## src/rtl/rv_mau_pkg.sv

```systemverilog
// rv_mau_pkg: shared types and helpers for the memory-access-stage controller.
// Holds the FSM state enum, RV32I funct3 size/sign encodings and the store
// lane helpers (byte enables and lane replication of store data).
package rv_mau_pkg;

  typedef enum logic [1:0] {
    IDLE = 2'b00,
    BUSY = 2'b01,
    WB   = 2'b10
  } mau_state_e;

  localparam logic [2:0] F3_B  = 3'b000;
  localparam logic [2:0] F3_H  = 3'b001;
  localparam logic [2:0] F3_W  = 3'b010;
  localparam logic [2:0] F3_BU = 3'b100;
  localparam logic [2:0] F3_HU = 3'b101;

  // Byte enables for an access; halfwords and words drop the low address
  // bits so a misaligned access lands on the aligned-down lanes.
  function automatic logic [3:0] store_be(input logic [2:0] funct3, input logic [1:0] lane);
    case (funct3)
      F3_B, F3_BU: store_be = 4'b0001 << lane;
      F3_H, F3_HU: store_be = 4'b0011 << {lane[1], 1'b0};
      default:     store_be = 4'b1111;
    endcase
  endfunction

  // Replicate the low byte/halfword onto every lane so the byte enables alone
  // select which memory bytes change.
  function automatic logic [31:0] store_data(input logic [2:0] funct3, input logic [31:0] data);
    case (funct3)
      F3_B, F3_BU: store_data = {4{data[7:0]}};
      F3_H, F3_HU: store_data = {2{data[15:0]}};
      default:     store_data = data;
    endcase
  endfunction

endpackage

```

## src/rtl/mau_load_align.sv

```systemverilog
// mau_load_align: combinational load-data aligner.
// Shifts the raw memory word down to the addressed lane and sign/zero extends
// according to funct3. Halfword and word loads ignore the low address bits
// that would make them misaligned.
// Ports:
//   rdata   in  XLEN  raw word from memory
//   lane    in  2     byte offset of the access (addr[1:0])
//   funct3  in  3     RV32I load size/sign
//   wb_data out XLEN  aligned, extended load result
module mau_load_align
  import rv_mau_pkg::*;
#(
  parameter int XLEN = 32
) (
  input  logic [XLEN-1:0] rdata,
  input  logic [1:0]      lane,
  input  logic [2:0]      funct3,
  output logic [XLEN-1:0] wb_data
);

  logic [1:0]      lane_eff_s;
  logic [XLEN-1:0] shifted_s;

  // Effective lane (aligned down per access size), shift and extend.
  always_comb begin
    lane_eff_s = 2'b00;
    wb_data    = {XLEN{1'b0}};
    case (funct3)
      F3_B, F3_BU: lane_eff_s = lane;
      F3_H, F3_HU: lane_eff_s = {lane[1], 1'b0};
      default:     lane_eff_s = 2'b00;
    endcase
    shifted_s = rdata >> {lane_eff_s, 3'b000};
    case (funct3)
      F3_B:    wb_data = {{(XLEN-8){shifted_s[7]}}, shifted_s[7:0]};
      F3_BU:   wb_data = {{(XLEN-8){1'b0}}, shifted_s[7:0]};
      F3_H:    wb_data = {{(XLEN-16){shifted_s[15]}}, shifted_s[15:0]};
      F3_HU:   wb_data = {{(XLEN-16){1'b0}}, shifted_s[15:0]};
      default: wb_data = shifted_s;
    endcase
  end

endmodule

```

## src/rtl/mau_conflict_ctrl.sv

```systemverilog
// mau_conflict_ctrl: memory-access-stage controller.
// Accepts one load/store from EX while idle, drives a held req/ack handshake to
// a multi-cycle data memory, returns aligned load data to writeback as a
// one-cycle pulse, and raises MAU_data_conflict to stall fetch/decode/regfile
// while memory is busy or while a just-completed load feeds decode.
// Optional feature: define MAU_TIMEOUT_EN to abort a request after TIMEOUT
// cycles without mem_ack and set the sticky mau_timeout_err.
// Ports:
//   clk, reset                       clock, synchronous active-high reset
//   ex_mem_valid/ex_is_store/ex_funct3/ex_rd/ex_addr/ex_wdata   op from EX
//   dec_rs1/dec_rs2/dec_rs1_used/dec_rs2_used                    decode sources
//   mem_req/mem_we/mem_be/mem_addr/mem_wdata                     memory request
//   mem_ack/mem_rdata                                            memory response
//   wb_valid/wb_rd/wb_data                                       load writeback
//   MAU_data_conflict                                            stall request
//   mau_timeout_err                                              sticky timeout
module mau_conflict_ctrl
  import rv_mau_pkg::*;
#(
  parameter int XLEN    = 32,
  parameter int AW      = 32,
  parameter int TIMEOUT = 255
) (
  input  logic            clk,
  input  logic            reset,
  input  logic            ex_mem_valid,
  input  logic            ex_is_store,
  input  logic [2:0]      ex_funct3,
  input  logic [4:0]      ex_rd,
  input  logic [AW-1:0]   ex_addr,
  input  logic [XLEN-1:0] ex_wdata,
  input  logic [4:0]      dec_rs1,
  input  logic [4:0]      dec_rs2,
  input  logic            dec_rs1_used,
  input  logic            dec_rs2_used,
  output logic            mem_req,
  output logic            mem_we,
  output logic [3:0]      mem_be,
  output logic [AW-1:0]   mem_addr,
  output logic [XLEN-1:0] mem_wdata,
  input  logic            mem_ack,
  input  logic [XLEN-1:0] mem_rdata,
  output logic            wb_valid,
  output logic [4:0]      wb_rd,
  output logic [XLEN-1:0] wb_data,
  output logic            MAU_data_conflict,
  output logic            mau_timeout_err
);

  mau_state_e      state_r;
  logic            is_store_r;
  logic [2:0]      funct3_r;
  logic [1:0]      lane_r;
  logic [4:0]      rd_r;
  logic [XLEN-1:0] align_data_s;
  logic            conflict_s;

`ifdef MAU_TIMEOUT_EN
  localparam int TW = (TIMEOUT > 1) ? $clog2(TIMEOUT) : 1;
  localparam logic [TW-1:0] TMO_LAST = TW'(TIMEOUT - 1);
  logic [TW-1:0] tmo_cnt_r;
`else
  logic [31:0] unused_timeout_s;
  assign unused_timeout_s = 32'(TIMEOUT);
  assign mau_timeout_err  = 1'b0;
`endif

  mau_load_align #(.XLEN(XLEN)) u_load_align (
    .rdata  (mem_rdata),
    .lane   (lane_r),
    .funct3 (funct3_r),
    .wb_data(align_data_s)
  );

  // Request/writeback FSM with all memory and writeback outputs registered.
  always_ff @(posedge clk) begin
    if (reset) begin
      state_r    <= IDLE;
      mem_req    <= 1'b0;
      mem_we     <= 1'b0;
      mem_be     <= 4'b0000;
      mem_addr   <= {AW{1'b0}};
      mem_wdata  <= {XLEN{1'b0}};
      wb_valid   <= 1'b0;
      wb_rd      <= 5'd0;
      wb_data    <= {XLEN{1'b0}};
      is_store_r <= 1'b0;
      funct3_r   <= 3'b000;
      lane_r     <= 2'b00;
      rd_r       <= 5'd0;
`ifdef MAU_TIMEOUT_EN
      tmo_cnt_r       <= {TW{1'b0}};
      mau_timeout_err <= 1'b0;
`endif
    end else begin
      case (state_r)
        IDLE: begin
          wb_valid <= 1'b0;
          if (ex_mem_valid) begin
            state_r    <= BUSY;
            mem_req    <= 1'b1;
            mem_we     <= ex_is_store;
            mem_be     <= store_be(ex_funct3, ex_addr[1:0]);
            mem_addr   <= {ex_addr[AW-1:2], 2'b00};
            mem_wdata  <= store_data(ex_funct3, ex_wdata);
            is_store_r <= ex_is_store;
            funct3_r   <= ex_funct3;
            lane_r     <= ex_addr[1:0];
            rd_r       <= ex_rd;
`ifdef MAU_TIMEOUT_EN
            tmo_cnt_r  <= {TW{1'b0}};
`endif
          end
        end
        BUSY: begin
          if (mem_ack) begin
            mem_req <= 1'b0;
            mem_we  <= 1'b0;
            if (is_store_r) begin
              state_r <= IDLE;
            end else begin
              // Capture the aligned word at ack; memory need not hold rdata.
              state_r  <= WB;
              wb_valid <= 1'b1;
              wb_rd    <= rd_r;
              wb_data  <= align_data_s;
            end
          end
`ifdef MAU_TIMEOUT_EN
          else if (tmo_cnt_r == TMO_LAST) begin
            // Abandon the access; a load result is discarded.
            mem_req         <= 1'b0;
            mem_we          <= 1'b0;
            mau_timeout_err <= 1'b1;
            state_r         <= IDLE;
          end else begin
            tmo_cnt_r <= tmo_cnt_r + TW'(1);
          end
`endif
        end
        WB: begin
          wb_valid <= 1'b0;
          state_r  <= IDLE;
        end
        default: begin
          state_r  <= IDLE;
          mem_req  <= 1'b0;
          mem_we   <= 1'b0;
          wb_valid <= 1'b0;
        end
      endcase
    end
  end

  // Stall while an op is being accepted or in flight, and during writeback
  // when decode reads the register the load is about to write.
  always_comb begin
    conflict_s = 1'b0;
    case (state_r)
      IDLE:    conflict_s = ex_mem_valid;
      BUSY:    conflict_s = 1'b1;
      WB:      conflict_s = (rd_r != 5'd0) &&
                            ((dec_rs1_used && (dec_rs1 == rd_r)) ||
                             (dec_rs2_used && (dec_rs2 == rd_r)));
      default: conflict_s = 1'b0;
    endcase
  end

  assign MAU_data_conflict = conflict_s;

endmodule
```

## config.mk

```make
export PLATFORM = sky130hd
export DESIGN_NAME = mau_conflict_ctrl
export DESIGN_NICKNAME = d
export VERILOG_FILES = /design/src/rtl/rv_mau_pkg.sv /design/src/rtl/mau_load_align.sv /design/src/rtl/mau_conflict_ctrl.sv
export SDC_FILE = /design/constraint.sdc
export NUM_CORES = 1
export LEC_CHECK = 0
export ABC_CLOCK_PERIOD_IN_PS = 4200
export BUFFER_PORTS_ARGS = -buffer_cell sky130_fd_sc_hd__buf_4
export CAP_MARGIN = 25
export CORE_UTILIZATION = 40
export CTS_CLUSTER_SIZE = 24
export DETAILED_ROUTE_END_ITERATION = 10
export GPL_TIMING_DRIVEN = 0
export MAX_ROUTING_LAYER = met4
export PLACE_DENSITY = 0.78
export SKIP_LAST_GASP = 1
export SLEW_MARGIN = 10
export SYNTH_ARGS = -nofsm -noshare
export SYNTH_HDL_FRONTEND = slang
export SYNTH_SLANG_ARGS = --single-unit
```

## constraint.sdc

```tcl
create_clock -name clk -period 4.2 [get_ports clk]
set_input_delay 0.84 -clock clk [delete_from_list [all_inputs] [get_ports clk]]
set_output_delay 0.84 -clock clk [all_outputs]
set_load 0.02 [all_outputs]
```

Yosys cells after proc, flatten, opt, wreduce, memory -nomap -nowiden
Index checks and enable logic that the tools add are counted.
{"block": "word_totals", "inputBits": 121, "word_cells": 63, "regBits": 119, "output_inout_bits": 110}
{"block": "classes", "mux": 14, "reduce_logical": 18, "eq_ne": 12, "shifts": 3, "n_bitwise": 3}
{"cell": "case mux 32 bit (4 select lines)", "n": 1}
{"cell": "case mux 32 bit (2 select lines)", "n": 1}
{"cell": "right shift 32 x 5 -> 32 bit", "n": 1}
{"cell": "equality test 3 bit, second input constant", "n": 4}
{"cell": "equality test 5 bit", "n": 2}
{"cell": "OR reduction 2 bit", "n": 5}
{"cell": "case mux 1 bit (3 select lines)", "n": 3}
{"cell": "case mux 2 bit (2 select lines)", "n": 2}
{"cell": "case mux 4 bit (2 select lines)", "n": 1}
{"cell": "equality test 3 x 1 -> 1 bit, second input constant", "n": 2}
{"cell": "zero test 3 bit", "n": 2}
{"cell": "2-to-1 mux 2 bit", "n": 3}
{"cell": "AND reduction 2 bit", "n": 3}
{"cell": "AND reduction 3 bit", "n": 2}
{"cell": "nonzero test 5 bit", "n": 1}
{"cell": "!= test 2 bit, second input constant", "n": 2}
{"cell": "left shift 1 x 2 -> 4 bit, first input constant", "n": 1}
{"cell": "left shift 2 x 2 -> 4 bit, first input constant", "n": 1}
{"cell": "logical AND 1 bit", "n": 3}
{"cell": "2-to-1 mux 1 bit", "n": 3}
{"cell": "NOT 1 bit", "n": 3}
{"cell": "equality test 2 x 1 -> 1 bit, second input constant", "n": 1}
{"cell": "equality test 2 bit, second input constant", "n": 1}
{"cell": "zero test 2 bit", "n": 1}
{"cell": "logical OR 1 bit", "n": 1}

Depth between registers and ports, before layout
Gate-level depths: netlist of the first run.
{"block": "depth", "word_depth": 5, "mapped_depth": 7, "ltp_nobuf": 4}

Hierarchy
A second synthesis of the first run with hierarchy kept.
{"block": "unflattened", "hier_cells": 675, "area_unflattened_um2": 5347.6}
{"mod": "mau_conflict_ctrl", "n_inst": 1, "area_each_um2": 4684.5, "cells_each": 587, "seq_area_each_um2": 2382.3}
{"mod": "mau_load_align", "n_inst": 1, "area_each_um2": 663.1, "cells_each": 88, "seq_area_each_um2": 0.0}

Worst setup path before layout of the first run
Ideal clock, no wire load.
{"block": "synth_timing", "path_kind": "in2out", "start": "input dec_rs2[3]", "end": "output MAU_data_conflict", "required_time_ns": 3.360, "arrival_time_ns": 1.699, "path_buffers": 0, "cell_stages": 4, "setup_slack_ns": 1.661, "cell_sequence": "xor2_1 > nor4_1 > a32oi_1 > o22ai_1"}
{"block": "synth_via", "elab_chain_cells": 5}
{"element": "start, declared", "line_no": "mau_conflict_ctrl.sv:33", "text": "input logic [4:0] dec_rs2,"}
{"element": "equality test 5 bit", "line_no": "mau_conflict_ctrl.sv:164", "text": "(dec_rs2_used && (dec_rs2 == rd_r)));"}
{"element": "logical AND 1 bit", "line_no": "mau_conflict_ctrl.sv:164"}
{"element": "logical OR 1 bit", "line_no": "mau_conflict_ctrl.sv:163", "text": "((dec_rs1_used && (dec_rs1 == rd_r)) ||"}
{"element": "logical AND 1 bit", "line_no": "mau_conflict_ctrl.sv:162", "text": "WB: conflict_s = (rd_r != 5'd0) &&"}
{"element": "case mux 1 bit (3 select lines)", "line_no": "mau_conflict_ctrl.sv:159", "text": "case (state_r)"}
{"element": "end, declared", "line_no": "mau_conflict_ctrl.sv:46", "text": "output logic MAU_data_conflict,"}
Every way passes these cells.

Worst setup path after layout of the first run
Ends and elaborated chain as after synthesis.

==> results of run 1 <==
placed cells by master, fill, tap and decap left out, drive strengths merged, types with 3 or more instances in the layout:
cell type  netlist  final
conb             1      3
dfxtp          119    119
nor3             6      6
mux2i           20     20
xor2             8      8
o21ai           20     20
a311oi          16     16
a21o             4      4
nor2            40     40
bufinv           0      5
buf             28    252
mux2             3      3
nand2b           6      6
clkbuf          29     51
nand2          176    176
a21oi           75     75
a211oi          10     10
a41oi           16     16
mux4             7      7
o21bai          16     16
and3b            3      3
nand3b           3      3
kinds of logic after synthesis:
group | share of synthesized area [%]
other cells | 0.0708
buf+inv | 5.74
simple gates | 19.5
flops | 45.0
xor+xnor | 1.65
compound gates | 20.2
mux | 7.89
metrics by stage:
stage	cell area [um^2]	hold slack [ns]	cells	setup slack, ns
finish	7870	0.454	1058	1.48
global placement	7200	0.442	1028	1.55
global route	7870	0.469	1058	1.38
detailed placement	7200	0.447	1028	1.46
CTS	7870	0.454	1058	1.46
floorplan	5310	0.440	632	1.66
worst max-delay path by stage:
stage          slack (ns)           endpoint
5_1_grt              1.38  MAU_data_conflict
2_1_floorplan        1.66  MAU_data_conflict
3_3_place_gp         1.55  MAU_data_conflict
3_5_place_dp         1.46  MAU_data_conflict
6_report             1.48  MAU_data_conflict
4_1_cts              1.46  MAU_data_conflict
registers in the layout, indices dropped and copies added, names as in the netlist:
register and count:
wb_data 32, wb_rd 5, mem_we 1, rd_r 5, funct3_r 3, mem_wdata 32, mem_req 1, state_r 2
is_store_r 1, mem_be 4, wb_valid 1, mem_addr 30, lane_r 2
per-layer routing:
metal / vias to the layer above / wire length [um] / track usage [%]
li1: 2671 / - / -
met4: 0 / 403 / 10.9
met2: 205 / 8750 / 41.6
met3: 30 / 994 / 5.05
met1: 2534 / 7730 / 34.0
met5: - / 0 / -
critical path, delay by kind of cell:
kind,cells,cell delay [ns]
buffers and inverters,2,0.27
xor gates and xnor gates,1,0.13
and+or+nand+nor,1,0.34
AOI/OAI and AO/OA,2,0.29
power by group through the flow:
stage                     Sequential [mW]  Combinational, mW  Clock [mW]
final                                1.26              0.644        1.62
after global routing                 1.27              0.695        1.69
after CTS                            1.26              0.644        1.64
after detailed placement             1.28              0.641           0
after global placement               1.28              0.633           0
after floorplan                      1.36              0.266           0
cell type report:
type                            count  area [um^2]
Buffer                             57          297
Clock buffer                       22          494
Clock inverter                      8          168
Fill cell                        1154         4910
Inverter                            2         7.51
Multi-Input combinational cell    454         2620
Sequential cell                   119         2380
Tap cell                          172          215
Timing Repair Buffer              224         1680
==> impl_metrics.toml, run 1 <==
[clock_tree]
cts.sinks = 119
clockBufferDepth = 2
clk_pin_slew_ns = 0.05
clk_latency_ns = 0.42
cts_root_buf = "clkbuf_16"
cts_tree = "done"
cts.repair.resized = 0
holdBufCountCts = 0
post-cts-setup-buffers = 0
numCtsBuffers = 17
cts_max_level = 4

[flow_run]
maxCapViolations = 0

[outcome]
status = "complete, no violations"

[worst_hold_path]
holdPathStages = 2
hold_end = "mem_addr[2]"
min_from = "mem_addr[2]"
hp-class = "reg -> reg"

[sta]
grt_setup_unrepaired = "false"
setup_viol = 0
fmax_mhz = 367
slew_headroom_pct = 52.4
drv_slew = 0
period_minus_slack_ns = 2.72
hold_viol = 0
tightest_slew_ns = 0.715
period_share_pct = 64.8
final.setup.tns_ns = 0
fin_skew_ns = 0.0105

[synthesis]
yosysTopAreaCellShare_pct = 45.0
synth_seq_area_share_pct = 45.0
syn_avg_cell_area_um2 = 8.41
yosys_warnings = 0
ys_ff_latch = 119
synthCells = 630
ys.flop_type = "dfxtp_1"
async_reset_ff_share_pct = 0
synth_enable_flop_cells = 0
yosys.area.top_type = "dfxtp_1"
yosysUniqueCellTypes = 47
yosys.cell_count.top_type = "nand2_1"
synth.area.top_cells = "dfxtp_1 (45%), nand2_1 (12%), a21oi_1 (7.1%)"
syn-cell-area_um2 = 5300
synth_common_cells = "nand2_1 (176), dfxtp_1 (119), a21oi_1 (75)"

[setup_path]
cpPeakStageDelay_ns = 0.34
cp_data_arrival_time_ns = 1.88
worst-path-max-fanout = 1
critPathLaunchType = "input port"
end_kind = "primary output"
cpMaxStageDelayCell = "nor4_1"
worstPathRequired_ns = 3.36
r2r-end = "lane_r[0]"
startpoint = "dec_rs2[3]"
crit_chain = "buf_4 > xor2_1 > nor4_1 > a32oi_1 > o22ai_1 > buf_4"
crit_top_cell = "buf_4"
r2r_cells = 6
reg2reg_setup_slack_ns = 2.25
critPathKind = "in -> out"
r2r_start = "state_r[0]"

[floorplan]
fp.dieArea_um2 = 13700
num_io_pins = 231
initial_core_util_pct = 41.5
die_y_um = 117
die_x_um = 117
coreArea_um2 = 12800
rows = 41

[global_route]
grt_pass1_vias = 4977
antenna_found_initial = 0
grt_usage_pct = 26.7
grt_max_degree = 17
grt_pass1_wl_mm = 26.4
gr-total-overflow = 0

[drt]
via_count = 5440
wirelength_mm = 17.9
drc = 0
drtIter0Drc = 407
first_pass_iters = 5
viasPerCell = 5.14
wl_per_cell_um = 16.9
antenna_left = 0

[power_and_ir_drop]
power.switching_mw = 0.910
finalPower_mw = 3.52
p_seq_share_pct = 35.7
comb_power_share_pct = 18.3
pwr-share-clk_pct = 46.0
ir_drop_mv = 0.261
switching_share_pct = 25.8
internal-power_mw = 2.61
power_density_nw_per_um2 = 448
power_leakage_nw = 3.49

[placed_design]
portBuffers = 224
gp_congestion = 0.860
hpwl_mm = 13.4

[final_layout]
n_antenna_cell = 0
nets = 996
final_util_pct = 61.6
drive_gt1_share_pct = 33.1
syn_to_final_growth_pct = 48.4
(Power assumes the default switching activity.)
==> run 2: changes to the inputs <==
ABC_CLOCK_PERIOD_IN_PS = 2250   (was 4200)
PLACE_DENSITY = 0.81   (was 0.78)
clock period = 2.25 ns   (was 4.2 ns; I/O delays follow)
==> run 2 against run 1 <==
- clock power increased by 67%
- wire length fell by 0.42%
- non-clock buffer count unchanged
- largest power group unchanged
- final cell count up 0.19%
- worst hold slack got worse by 0.18 ns
- critical path depth shrank 2
- sequential power up 86%
==> impl_metrics.toml, run 2 (same netlist as run 1, synthesis figures left out) <==
[setup_path]
cp_data_arrival_time_ns = 1.74
r2r_cells = 6
end_kind = "primary output"
critPathKind = "reg -> out"
r2r_start = "state_r[0]"
worstPathRequired_ns = 1.80
worst-path-max-fanout = 5
startpoint = "rd_r[2]"
r2r-end = "lane_r[0]"
cp-endpoint = "MAU_data_conflict"
critPathLaunchType = "flip-flop"
reg2reg_setup_slack_ns = 0.33

[final_layout]
final_cell_mix = "buf_4 (228), nand2_1 (176), dfxtp_1 (118)"
stdcell_count = 1060
fin_area_um2 = 7800
layout_commonest_cell = "buf_4"
drive_gt1_share_pct = 33.3
nets = 996
n_antenna_cell = 0
reg_top3 = "mem_wdata (32), wb_data (32), mem_addr (30)"
syn_to_final_growth_pct = 47.2

[clock_tree]
numCtsBuffers = 17
clk_pin_slew_ns = 0.06
post-cts-setup-buffers = 0
cts.sinks = 119
clk_latency_ns = 0.42
holdBufCountCts = 0
cts.repair.resized = 0
cts_max_level = 4
cts_tree = "done"
clockBufferDepth = 2
cts_root_buf = "clkbuf_16"

[sta]
period_share_pct = 97.5
hold_viol = 0
fin_skew_ns = 0.00631
drv_slew = 0
period_minus_slack_ns = 2.19
fmax_mhz = 456
slew_headroom_pct = 53.0
final.setup.tns_ns = 0
setup_viol = 0
tightest_slew_ns = 0.705
grt_setup_unrepaired = "false"

[drt]
wl_per_cell_um = 16.8
drtIter0Drc = 338
via_count = 5396
viasPerCell = 5.09
wirelength_mm = 17.8
antenna_left = 0
first_pass_iters = 5
drc = 0

[floorplan]
coreArea_um2 = 12800
die_y_um = 117
initial_core_util_pct = 41.5
fp.dieArea_um2 = 13700
num_io_pins = 231
die_x_um = 117
rows = 41

[placed_design]
placed_cells = 1028
hpwl_mm = 13.3
gp_congestion = 0.825
postPlaceCellArea_um2 = 7200
portBuffers = 224

[global_route]
antenna_found_initial = 0
gr-total-overflow = 0
grt_usage_pct = 26.7
grt_pass1_vias = 5012
grt_max_degree = 17
grt_pass1_wl_mm = 26.5

[power_and_ir_drop]
finalPower_mw = 6.26
power_density_nw_per_um2 = 803
ir_drop_mv = 0.637
power_leakage_nw = 3.46

[flow_run]
maxCapViolations = 0

[outcome]
status = "complete, no violations"

[worst_hold_path]
hp-class = "in -> reg"
[run 2: metrics by stage]
stage / hold WS, ns / setup slack, ns / util (%)
after floorplan: 0.440 / 0.491 / -
after CTS: 0.266 / 0.0178 / 61.0
final: 0.276 / 0.0570 / 61.1
after global placement: 0.442 / 0.187 / 56.4
after global routing: 0.271 / 0.0119 / 61.1
after detailed placement: 0.447 / 0.153 / 56.4
[run 2: per-layer routing]
metal / vias up / part of all wire [%] / track usage (%)
met5: - / 0 / -
met4: 0 / 2.8 / 11.7
met3: 34 / 6.1 / 6.95
met2: 191 / 47 / 40.2
met1: 2495 / 44 / 33.8
li1: 2676 / - / -
[run 2: final cells by class]
| type | instances | area, um^2 |
|---|---|---|
| multi-input combinational | 454 | 2630 |
| clock inverter | 14 | 159 |
| tap | 172 | 215 |
| fill | 1137 | 4970 |
| buffer | 57 | 297 |
| sequential | 119 | 2380 |
| clock buffer | 18 | 429 |
| timing repair buffer | 224 | 1680 |
| inverter | 2 | 7.51 |
[run 2: worst min-delay path by stage]
stage	slack (ns)	cells past startpoint	end	from
4_1_cts	0.27	3	mem_addr[6]	ex_addr[6]
5_1_grt	0.27	3	mem_addr[6]	ex_addr[6]
3_5_place_dp	0.45	2	mem_addr[30]	mem_addr[30]
6_report	0.28	2	state_r[0]	mem_ack
3_3_place_gp	0.44	2	wb_rd[1]	wb_rd[1]
2_1_floorplan	0.44	2	is_store_r	is_store_r
[run 2: report_power, final]
part           switching, mW  total (mW)  internal [mW]
logic                  0.674        1.20          0.529
clock network          0.985        2.71           1.73
registers             0.0898        2.34           2.25
total                   1.75        6.26           4.51
[run 2: critical path, cell delays in order, from the launching register on]
cell and delay (ns):
dfxtp_1 0.36, or4_1 0.53, o211ai_1 0.17, o22ai_1 0.10, buf_4 0.16
